$ cat src/rtl/pcileech_tlp_pkg.sv
// Shared TLP encodings and FSM state type for the completion transmit path.
package pcileech_tlp_pkg;

    localparam logic [7:0] FMT_TYPE_CPLD = 8'h4A;
    localparam logic [7:0] FMT_TYPE_CPL  = 8'h0A;

    typedef enum logic [2:0] {
        SC = 3'b000,
        UR = 3'b001
    } cpl_status_t;

    typedef enum logic [2:0] {
        ST_IDLE,
        ST_HDR0,
        ST_HDR1,
        ST_HDR2,
        ST_FETCH,
        ST_WAIT,
        ST_SEND
    } cpl_tx_state_t;

    // A length field of zero encodes the maximum of 1024 DW.
    function automatic logic [10:0] len_to_dw(input logic [9:0] len);
        return (len == 10'd0) ? 11'd1024 : {1'b0, len};
    endfunction

endpackage

$ cat src/rtl/pcileech_cpl_tx_engine_if.sv
// Request, BAR read port and TX stream bundle between the completion engine and its neighbours.
interface pcileech_cpl_tx_engine_if;
    import pcileech_tlp_pkg::*;

    // Every valid/ready pair transfers on a rising edge where both are high; the
    // source holds payload and valid stable until that edge, and may not retract valid.
    logic          req_valid;
    logic          req_ready;
    logic [15:0]   req_requester_id;
    logic [7:0]    req_tag;
    logic [2:0]    req_tc;
    logic [1:0]    req_attr;
    logic [9:0]    req_length;
    logic [31:0]   req_addr;

    logic          bar_rd_en;
    logic [31:0]   bar_addr;
    logic [31:0]   bar_rd_data;
    logic          bar_rd_valid;

    logic [31:0]   pcie_tx_data;
    logic          pcie_tx_valid;
    logic          pcie_tx_last;
    logic          pcie_tx_ready;

    cpl_tx_state_t dbg_state;

    modport master (
        input  req_valid, req_requester_id, req_tag, req_tc, req_attr, req_length, req_addr,
        output req_ready,
        output bar_rd_en, bar_addr,
        input  bar_rd_data, bar_rd_valid,
        output pcie_tx_data, pcie_tx_valid, pcie_tx_last,
        input  pcie_tx_ready,
        output dbg_state
    );

    modport slave (
        output req_valid, req_requester_id, req_tag, req_tc, req_attr, req_length, req_addr,
        input  req_ready,
        input  bar_rd_en, bar_addr,
        output bar_rd_data, bar_rd_valid,
        input  pcie_tx_data, pcie_tx_valid, pcie_tx_last,
        output pcie_tx_ready,
        input  dbg_state
    );

endinterface

$ cat src/rtl/pcileech_cpl_hdr_builder.sv
// Combinational 3DW completion header formatter; UR completions carry no data and zero length/byte count.
module pcileech_cpl_hdr_builder
    import pcileech_tlp_pkg::*;
(
    input  logic [15:0] i_completer_id,
    input  logic [15:0] i_requester_id,
    input  logic [7:0]  i_tag,
    input  logic [2:0]  i_tc,
    input  logic [1:0]  i_attr,
    input  logic [9:0]  i_length,
    input  logic [6:0]  i_addr_lo,
    input  logic        i_ur,
    output logic [31:0] o_dw0,
    output logic [31:0] o_dw1,
    output logic [31:0] o_dw2
);

    cpl_status_t w_status;
    logic [7:0]  w_fmt_type;
    logic [9:0]  w_length;
    logic [11:0] w_byte_count;

    always_comb begin
        w_status     = i_ur ? UR : SC;
        w_fmt_type   = i_ur ? FMT_TYPE_CPL : FMT_TYPE_CPLD;
        w_length     = i_ur ? 10'd0 : i_length;
        // len_dw*4 truncated to 12 bits; length 0 (1024 DW) naturally yields 0.
        w_byte_count = i_ur ? 12'd0 : {i_length, 2'b00};
        o_dw0 = {w_fmt_type, 1'b0, i_tc, 4'h0, 2'b00, i_attr, 2'b00, w_length};
        o_dw1 = {i_completer_id, w_status, 1'b0, w_byte_count};
        o_dw2 = {i_requester_id, i_tag, 1'b0, i_addr_lo};
    end

endmodule

$ cat src/rtl/pcileech_cpl_tx_engine.sv
// Turns accepted memory-read requests into CplD (or UR Cpl) TLPs, fetching payload one DW at a time.
module pcileech_cpl_tx_engine
    import pcileech_tlp_pkg::*;
#(
    parameter int MAX_LEN_DW = 16
)(
    input  logic                             clk,
    input  logic                             reset,
    input  logic [15:0]                      cfg_completer_id,
    pcileech_cpl_tx_engine_if.master         bus,
    output logic                             busy,
    output logic [15:0]                      cpl_count,
    output logic [15:0]                      ur_count
);

    localparam logic [10:0] MAX_LEN = 11'(MAX_LEN_DW);

    cpl_tx_state_t r_state;
    cpl_tx_state_t w_next_state;

    logic        r_rst_done;
    logic [15:0] r_cid;
    logic [15:0] r_rid;
    logic [7:0]  r_tag;
    logic [2:0]  r_tc;
    logic [1:0]  r_attr;
    logic [9:0]  r_len;
    logic [6:0]  r_addr_lo;
    logic        r_ur;
    logic [10:0] r_remain;
    logic [31:0] r_bar_addr;
    logic [31:0] r_data;
    logic [15:0] r_cpl_count;
    logic [15:0] r_ur_count;

    logic        w_accept;
    logic        w_tx_valid;
    logic        w_tx_last;
    logic        w_tx_hs;
    logic [10:0] w_req_len_dw;
    logic        w_req_ur;
    logic [31:0] w_dw0;
    logic [31:0] w_dw1;
    logic [31:0] w_dw2;

    pcileech_cpl_hdr_builder u_hdr (
        .i_completer_id (r_cid),
        .i_requester_id (r_rid),
        .i_tag          (r_tag),
        .i_tc           (r_tc),
        .i_attr         (r_attr),
        .i_length       (r_len),
        .i_addr_lo      (r_addr_lo),
        .i_ur           (r_ur),
        .o_dw0          (w_dw0),
        .o_dw1          (w_dw1),
        .o_dw2          (w_dw2)
    );

    assign w_req_len_dw = len_to_dw(bus.req_length);
    assign w_req_ur     = (w_req_len_dw > MAX_LEN);
    assign w_accept     = bus.req_valid && (r_state == ST_IDLE) && r_rst_done;
    assign w_tx_valid   = (r_state == ST_HDR0) || (r_state == ST_HDR1) ||
                          (r_state == ST_HDR2) || (r_state == ST_SEND);
    assign w_tx_last    = ((r_state == ST_HDR2) && r_ur) ||
                          ((r_state == ST_SEND) && (r_remain == 11'd1));
    assign w_tx_hs      = w_tx_valid && bus.pcie_tx_ready;

    always_ff @(posedge clk or posedge reset) begin
        if (reset) begin
            r_state <= ST_IDLE;
        end else begin
            r_state <= w_next_state;
        end
    end

    always_comb begin
        w_next_state = r_state;
        case (r_state)
            ST_IDLE:  if (w_accept) w_next_state = ST_HDR0;
            ST_HDR0:  if (w_tx_hs) w_next_state = ST_HDR1;
            ST_HDR1:  if (w_tx_hs) w_next_state = ST_HDR2;
            ST_HDR2:  if (w_tx_hs) w_next_state = r_ur ? ST_IDLE : ST_FETCH;
            ST_FETCH: w_next_state = ST_WAIT;
            ST_WAIT:  if (bus.bar_rd_valid) w_next_state = ST_SEND;
            ST_SEND:  if (w_tx_hs) w_next_state = (r_remain == 11'd1) ? ST_IDLE : ST_FETCH;
            default:  w_next_state = ST_IDLE;
        endcase
    end

    always_comb begin
        bus.req_ready     = (r_state == ST_IDLE) && r_rst_done;
        bus.bar_rd_en     = (r_state == ST_FETCH);
        bus.bar_addr      = r_bar_addr;
        bus.pcie_tx_valid = w_tx_valid;
        bus.pcie_tx_last  = w_tx_last;
        bus.pcie_tx_data  = 32'd0;
        case (r_state)
            ST_HDR0: bus.pcie_tx_data = w_dw0;
            ST_HDR1: bus.pcie_tx_data = w_dw1;
            ST_HDR2: bus.pcie_tx_data = w_dw2;
            ST_SEND: bus.pcie_tx_data = r_data;
            default: bus.pcie_tx_data = 32'd0;
        endcase
        bus.dbg_state     = r_state;
        busy              = (r_state != ST_IDLE);
        cpl_count         = r_cpl_count;
        ur_count          = r_ur_count;
    end

    // Request fields are latched at accept so the header stays stable through back-pressure.
    always_ff @(posedge clk or posedge reset) begin
        if (reset) begin
            r_rst_done  <= 1'b0;
            r_cid       <= 16'd0;
            r_rid       <= 16'd0;
            r_tag       <= 8'd0;
            r_tc        <= 3'd0;
            r_attr      <= 2'd0;
            r_len       <= 10'd0;
            r_addr_lo   <= 7'd0;
            r_ur        <= 1'b0;
            r_remain    <= 11'd0;
            r_bar_addr  <= 32'd0;
            r_data      <= 32'd0;
            r_cpl_count <= 16'd0;
            r_ur_count  <= 16'd0;
        end else begin
            r_rst_done <= 1'b1;
            if (w_accept) begin
                r_cid      <= cfg_completer_id;
                r_rid      <= bus.req_requester_id;
                r_tag      <= bus.req_tag;
                r_tc       <= bus.req_tc;
                r_attr     <= bus.req_attr;
                r_len      <= bus.req_length;
                r_addr_lo  <= bus.req_addr[6:0];
                r_ur       <= w_req_ur;
                r_remain   <= w_req_len_dw;
                r_bar_addr <= bus.req_addr;
            end
            if ((r_state == ST_WAIT) && bus.bar_rd_valid) begin
                r_data <= bus.bar_rd_data;
            end
            if ((r_state == ST_SEND) && w_tx_hs) begin
                r_bar_addr <= r_bar_addr + 32'd4;
                r_remain   <= r_remain - 11'd1;
            end
            if (w_tx_hs && w_tx_last) begin
                if (r_ur) r_ur_count  <= r_ur_count + 16'd1;
                else      r_cpl_count <= r_cpl_count + 16'd1;
            end
        end
    end

endmodule

$ cat src/flat_wrapper.sv
// flat-port wrapper written by rule: the top's interface ports become plain ports
module pcileech_cpl_tx_engine_flat import pcileech_tlp_pkg::*;
#(
    parameter int MAX_LEN_DW = 16
)
  (clk, reset, cfg_completer_id, busy, cpl_count, ur_count, bus_req_valid, bus_req_requester_id, bus_req_tag, bus_req_tc, bus_req_attr, bus_req_length, bus_req_addr, bus_req_ready, bus_bar_rd_en, bus_bar_addr, bus_bar_rd_data, bus_bar_rd_valid, bus_pcie_tx_data, bus_pcie_tx_valid, bus_pcie_tx_last, bus_pcie_tx_ready, bus_dbg_state);
  pcileech_cpl_tx_engine_if bus_i ();
  input  logic clk;
  input  logic reset;
  input  logic [15:0] cfg_completer_id;
  output logic busy;
  output logic [15:0] cpl_count;
  output logic [15:0] ur_count;
  input wire logic [$bits(bus_i.req_valid)-1:0] bus_req_valid;
  input wire logic [$bits(bus_i.req_requester_id)-1:0] bus_req_requester_id;
  input wire logic [$bits(bus_i.req_tag)-1:0] bus_req_tag;
  input wire logic [$bits(bus_i.req_tc)-1:0] bus_req_tc;
  input wire logic [$bits(bus_i.req_attr)-1:0] bus_req_attr;
  input wire logic [$bits(bus_i.req_length)-1:0] bus_req_length;
  input wire logic [$bits(bus_i.req_addr)-1:0] bus_req_addr;
  output wire logic [$bits(bus_i.req_ready)-1:0] bus_req_ready;
  output wire logic [$bits(bus_i.bar_rd_en)-1:0] bus_bar_rd_en;
  output wire logic [$bits(bus_i.bar_addr)-1:0] bus_bar_addr;
  input wire logic [$bits(bus_i.bar_rd_data)-1:0] bus_bar_rd_data;
  input wire logic [$bits(bus_i.bar_rd_valid)-1:0] bus_bar_rd_valid;
  output wire logic [$bits(bus_i.pcie_tx_data)-1:0] bus_pcie_tx_data;
  output wire logic [$bits(bus_i.pcie_tx_valid)-1:0] bus_pcie_tx_valid;
  output wire logic [$bits(bus_i.pcie_tx_last)-1:0] bus_pcie_tx_last;
  input wire logic [$bits(bus_i.pcie_tx_ready)-1:0] bus_pcie_tx_ready;
  output wire logic [$bits(bus_i.dbg_state)-1:0] bus_dbg_state;
  assign bus_i.req_valid = bus_req_valid;
  assign bus_i.req_requester_id = bus_req_requester_id;
  assign bus_i.req_tag = bus_req_tag;
  assign bus_i.req_tc = bus_req_tc;
  assign bus_i.req_attr = bus_req_attr;
  assign bus_i.req_length = bus_req_length;
  assign bus_i.req_addr = bus_req_addr;
  assign bus_req_ready = bus_i.req_ready;
  assign bus_bar_rd_en = bus_i.bar_rd_en;
  assign bus_bar_addr = bus_i.bar_addr;
  assign bus_i.bar_rd_data = bus_bar_rd_data;
  assign bus_i.bar_rd_valid = bus_bar_rd_valid;
  assign bus_pcie_tx_data = bus_i.pcie_tx_data;
  assign bus_pcie_tx_valid = bus_i.pcie_tx_valid;
  assign bus_pcie_tx_last = bus_i.pcie_tx_last;
  assign bus_i.pcie_tx_ready = bus_pcie_tx_ready;
  assign bus_dbg_state = bus_i.dbg_state;
  pcileech_cpl_tx_engine #(.MAX_LEN_DW(MAX_LEN_DW)) u_core (.clk(clk), .reset(reset), .cfg_completer_id(cfg_completer_id), .bus(bus_i), .busy(busy), .cpl_count(cpl_count), .ur_count(ur_count));
endmodule
$ cat config.mk
export PLATFORM = sky130hd
export DESIGN_NAME = pcileech_cpl_tx_engine_flat
export DESIGN_NICKNAME = d
export VERILOG_FILES = /design/src/rtl/pcileech_tlp_pkg.sv /design/src/rtl/pcileech_cpl_tx_engine_if.sv /design/src/rtl/pcileech_cpl_hdr_builder.sv /design/src/rtl/pcileech_cpl_tx_engine.sv /design/src/flat_wrapper.sv
export SDC_FILE = /design/constraint.sdc
export NUM_CORES = 1
export LEC_CHECK = 0
export CORE_AREA = 2 2 129 143
export DETAILED_ROUTE_END_ITERATION = 16
export DIE_AREA = 0 0 131 145
export PLACE_DENSITY_LB_ADDON = 0.05
export SYNTH_ARGS = -nofsm -noshare
export SYNTH_HDL_FRONTEND = slang
export SYNTH_SLANG_ARGS = --single-unit
$ cat constraint.sdc
create_clock -name clk -period 8.45 [get_ports clk]
set_input_delay 1.69 -clock clk [delete_from_list [all_inputs] [get_ports clk]]
set_output_delay 1.69 -clock clk [all_outputs]
set_load 0.01 [all_outputs]
==> results by group <==
Synthesis
  • Mapped Cells: 895
  • Number of register bits inferred by synthesis: 174
  • Fraction of the mapped netlist area in compound gates: 0.112
  • Share of the yosys chip area belonging to registers: 0.514
  • Most frequent cell after synthesis: sky130_fd_sc_hd__nand2_1
  • Post-synthesis instance area: 8470 sq um
  • Ys flop type: sky130_fd_sc_hd__dfrtp_1
  • Synthesized-area fraction occupied by adder cells: 0.00738
  • Mapped Nets: 1024
  • Synth cell types: 61
  • Number of synthesized flops with an enable pin: 0
  • Ys async rst share: 1.00
  • Cell taking the most area after synthesis: sky130_fd_sc_hd__dfrtp_1
  • Mux cell area share after synthesis: 0.0642
  • Most used standard cells in the synthesized netlist: sky130_fd_sc_hd__nand2_1 (284), sky130_fd_sc_hd__dfrtp_1 (174), sky130_fd_sc_hd__nand3_1 (37), sky130_fd_sc_hd__mux2_2 (34), sky130_fd_sc_hd__clkbuf_1 (32)
  • Ranking of synthesized cells by area: sky130_fd_sc_hd__dfrtp_1 (51%), sky130_fd_sc_hd__nand2_1 (13%), sky130_fd_sc_hd__mux2_2 (4.5%), sky130_fd_sc_hd__a22oi_1 (2.5%), sky130_fd_sc_hd__nand3_1 (2.2%)
  • Synth Area in Simple Gates: 0.239
  • Fraction of synthesized cell area in xor and xnor cells: 0.0331
  • Synthesized area per cell: 9.47 sq um
  • Largest family of logic cells by synthesized area: simple AND/OR/NAND/NOR gates
  • Number of warnings printed during yosys synthesis: 0
  • Yosys top cell area share: 0.514

Setup path
  • Nature of the critical path startpoint: flop
  • Origin of the worst setup path: u_core.bus.dbg_state[2]
  • Levels on crit path: 4
  • Maximum fanout count along the critical path: 45
  • Type of the worst setup path: flop to output pin
  • R2r startpoint: u_core.bus.dbg_state[1]
  • Depth of the worst register-to-register path: 6
  • Data arrival time at the worst-slack endpoint: 3020 ps
  • Worst path cell trace: and3b_1, a21oi_1, inv_1, clkdlybuf4s50_1
  • CP bufs+invs: 2
  • Nature of the critical path endpoint: output pin
  • Largest stage delay on the critical path: 890 ps
  • Data required time of the critical path: 6760 ps
  • Gate family responsible for the most delay along the worst path: simple AND/OR/NAND/NOR gates
  • Master of the slowest instance on the critical path: sky130_fd_sc_hd__and3b_1

GRT
  • GRT Util Overall: 0.247
  • Vias in the first global route: 7277
  • Residual overflow from global routing: 0
  • Wire length of the first global-routing pass: 37200 um
  • Largest net degree at the start of global routing: 108
  • Initial antenna violation count: 0

Clock tree
  • Worst-case clock buffer depth: 2
  • Post-CTS Hold Buffers: 0
  • H-tree depth: 4
  • Clk Latency, worst-skew pair: 430 ps
  • Post-CTS clock slew at the launch and capture registers of the worst setup and hold paths: 70 ps
  • Buffer count from post-CTS setup fixing: 0
  • Number of sinks on the clock net: 174
  • Clock buffers created by TritonCTS: 17
  • Post-cts resize count: 0
  • Clock root buffer: sky130_fd_sc_hd__clkbuf_16
  • Clock tree from TritonCTS: done

Placement
  • Global placement routability congestion: 0.835
  • DP HPWL: 15800 um
  • Count of input and output buffers: 227

Power
  • Peak ir drop on the vdd network: 0.174 mV
  • Design internal power: 2.29 mW
  • Net Sw Frac: 0.364
  • Part of the power in the clock network: 0.213
  • Areal power density over the cells: 314 nW/um^2
  • Portion of total power attributed to sequential cells: 0.408
  • Power dissipated by switching net loads: 1.31 mW
  • Combinational group share of total power: 0.379
  • Lkg Pwr: 5.04 nW

STA
  • Final Max Tran Viols: 0
  • Final critical path time including I/O delays and setup: 4710 ps
  • Hold violation count in the final report: 0
  • Final Cycle Share: 0.558
  • Worst Tran Pin Value: 1050 ps
  • Setup Total Neg Slack: 0 ps
  • Worst hold margin: 470 ps
  • Final clock skew: 11.2 ps
  • RSZ-0062 raised after global routing: no
  • Rel. slew slack: 0.297
  • Count of final setup violators: 0
  • Maximum operating frequency: 0.212 GHz

Finish
  • Number of nets in the layout: 1227
  • Antenna Cells: 0
  • Synth-to-Final Area Change: 35.3%
  • Filler cell count in the final layout: 1511
  • Multi-input combinational cell area: 3880 sq um
  • Post-layout util: 0.653
  • Area taken by flip-flops and latches: 4360 sq um
  • Fraction of final layout cells sized beyond drive strength 1: 0.0793

Floorplan
  • Standard-cell row count: 51
  • Core area: 17500 sq um
  • Number of ports placed on the die boundary: 228
  • Die boundary height: 145 um
  • Width of the die: 131 um
  • Total Die Area: 19000 sq um
  • Initial cell density of the core: 0.483

Run
  • Maxcap violations: 0

Detailed routing
  • Total wire length after detailed routing: 23100 um
  • First-pass iteration count of the detailed router: 5
  • Number of DRC violations after detailed routing: 0
  • Average wire length per cell after detail routing: 17.2 um
  • Via-per-instance ratio: 5.46
  • Iteration-0 DRC count of the detailed router: 427
  • Routed Antenna Nets: 0
  • Vias: 7363

Worst hold path
  • Hold Path Origin: u_core.cpl_count[15]
  • Hold Path Stages: 1
  • Worst min-delay path category: flop to flop

Outcome
  • Run status: completed
sequential cells by signal, indices dropped and copies added (netlist names), 7 cells and up:
name / count
u_core.bus.bar_addr: 32
u_core.r_data: 32
u_core.cpl_count: 16
u_core.r_cid: 16
u_core.r_rid: 16
u_core.ur_count: 16
u_core.r_remain: 11
u_core.r_len: 10
u_core.r_tag: 8
u_core.r_addr_lo: 7
power groups by stage:
stage / logic [mW] / clock network [mW] / registers (mW)
2_1_floorplan: 0.811 / 0 / 1.40
3_3_place_gp: 1.34 / 0 / 1.48
3_5_place_dp: 1.37 / 0 / 1.48
4_1_cts: 1.38 / 0.779 / 1.47
5_1_grt: 1.51 / 0.815 / 1.52
6_report: 1.36 / 0.767 / 1.47
area by class of cell:
class,instances,share of cell area
clock inverters,13,0.0115
repair buffers,234,0.203
clock buffers,18,0.0383
inverters,9,0.00338
flip-flops and latches,174,0.380
multi-input cells,662,0.338
well taps,238,0.0260
per-layer routing:
metal / track usage / up-vias / part of all wire
met3: 0.0442 / 41 / 0.053
met4: 0.0835 / 0 / 0.023
met1: 0.333 / 3571 / 0.43
met2: 0.400 / 228 / 0.49
met5: 0 / - / 0
li1: - / 3523 / -
final timing paths:
| check | end | slack (ps) |
|---|---|---|
| worst max-delay path | bus_pcie_tx_last | 3740 |
| worst min-delay path | u_core.cpl_count[15] | 470 |
| worst max register to register | u_core.bus.dbg_state[0] | 5190 |
| worst min register to register | u_core.cpl_count[15] | 470 |
| max in group asynchronous | u_core.r_tag[6] | 5110 |
| min in group asynchronous | u_core.bus.bar_addr[22] | 1880 |
cells in the final DEF (no fill, tap or decap), types with 5 or more instances in the layout:
master / Yosys / layout
sky130_fd_sc_hd__o22ai_1: 8 / 8
sky130_fd_sc_hd__mux2_2: 34 / 34
sky130_fd_sc_hd__or4_1: 6 / 6
sky130_fd_sc_hd__clkinv_4: 0 / 5
sky130_fd_sc_hd__inv_1: 9 / 8
sky130_fd_sc_hd__o21ai_0: 20 / 20
sky130_fd_sc_hd__or3_1: 9 / 9
sky130_fd_sc_hd__nor3_1: 14 / 14
sky130_fd_sc_hd__o31ai_1: 5 / 5
sky130_fd_sc_hd__buf_4: 4 / 7
sky130_fd_sc_hd__clkbuf_16: 0 / 17
sky130_fd_sc_hd__nor2_1: 28 / 28
sky130_fd_sc_hd__a22oi_1: 28 / 28
sky130_fd_sc_hd__nand2b_1: 5 / 5
sky130_fd_sc_hd__nand3_1: 37 / 36
sky130_fd_sc_hd__xor2_1: 12 / 12
sky130_fd_sc_hd__clkdlybuf4s50_1: 0 / 227
sky130_fd_sc_hd__a22o_1: 7 / 7
sky130_fd_sc_hd__o211ai_1: 16 / 16
sky130_fd_sc_hd__nand2_1: 284 / 283
sky130_fd_sc_hd__o311ai_0: 8 / 8
sky130_fd_sc_hd__xnor2_1: 20 / 20
sky130_fd_sc_hd__and3_1: 6 / 6
sky130_fd_sc_hd__dfrtp_1: 174 / 173
sky130_fd_sc_hd__ha_1: 5 / 5
sky130_fd_sc_hd__mux2i_1: 15 / 15
sky130_fd_sc_hd__and2_1: 17 / 16
sky130_fd_sc_hd__a21oi_1: 8 / 8
sky130_fd_sc_hd__nand4_1: 17 / 17
sky130_fd_sc_hd__inv_6: 0 / 5
sky130_fd_sc_hd__nor4_1: 7 / 7
per-stage QoR:
stage          instance area [sq um]  setup slack [ps]  power, mW  instances
2_1_floorplan                   8470              2040       2.21        895
3_3_place_gp                   10900              4190       2.82       1317
3_5_place_dp                   10900              4170       2.85       1317
4_1_cts                        11500              3710       3.63       1348
5_1_grt                        11500              3530       3.84       1348
6_report                       11500              3740       3.60       1348
worst register-to-register path, cell delays in order, from the launching register on:
cell and delay [ps]:
sky130_fd_sc_hd__dfrtp_1 540, sky130_fd_sc_hd__buf_4 300, sky130_fd_sc_hd__nor4b_1 830, sky130_fd_sc_hd__and2_4 1000, sky130_fd_sc_hd__or3_1 220, sky130_fd_sc_hd__a21oi_1 60
sky130_fd_sc_hd__a221oi_1 220
kinds of logic after synthesis:
kind of cell,after synthesis
AND/OR/NAND/NOR,448
flip-flops,174
other,1
XOR/XNOR,32
buffers and inverters,59
AO/OA/AOI/OAI,126
multiplexers,50
adder cells (fa/ha/maj),5
(Power assumes the default switching activity.)
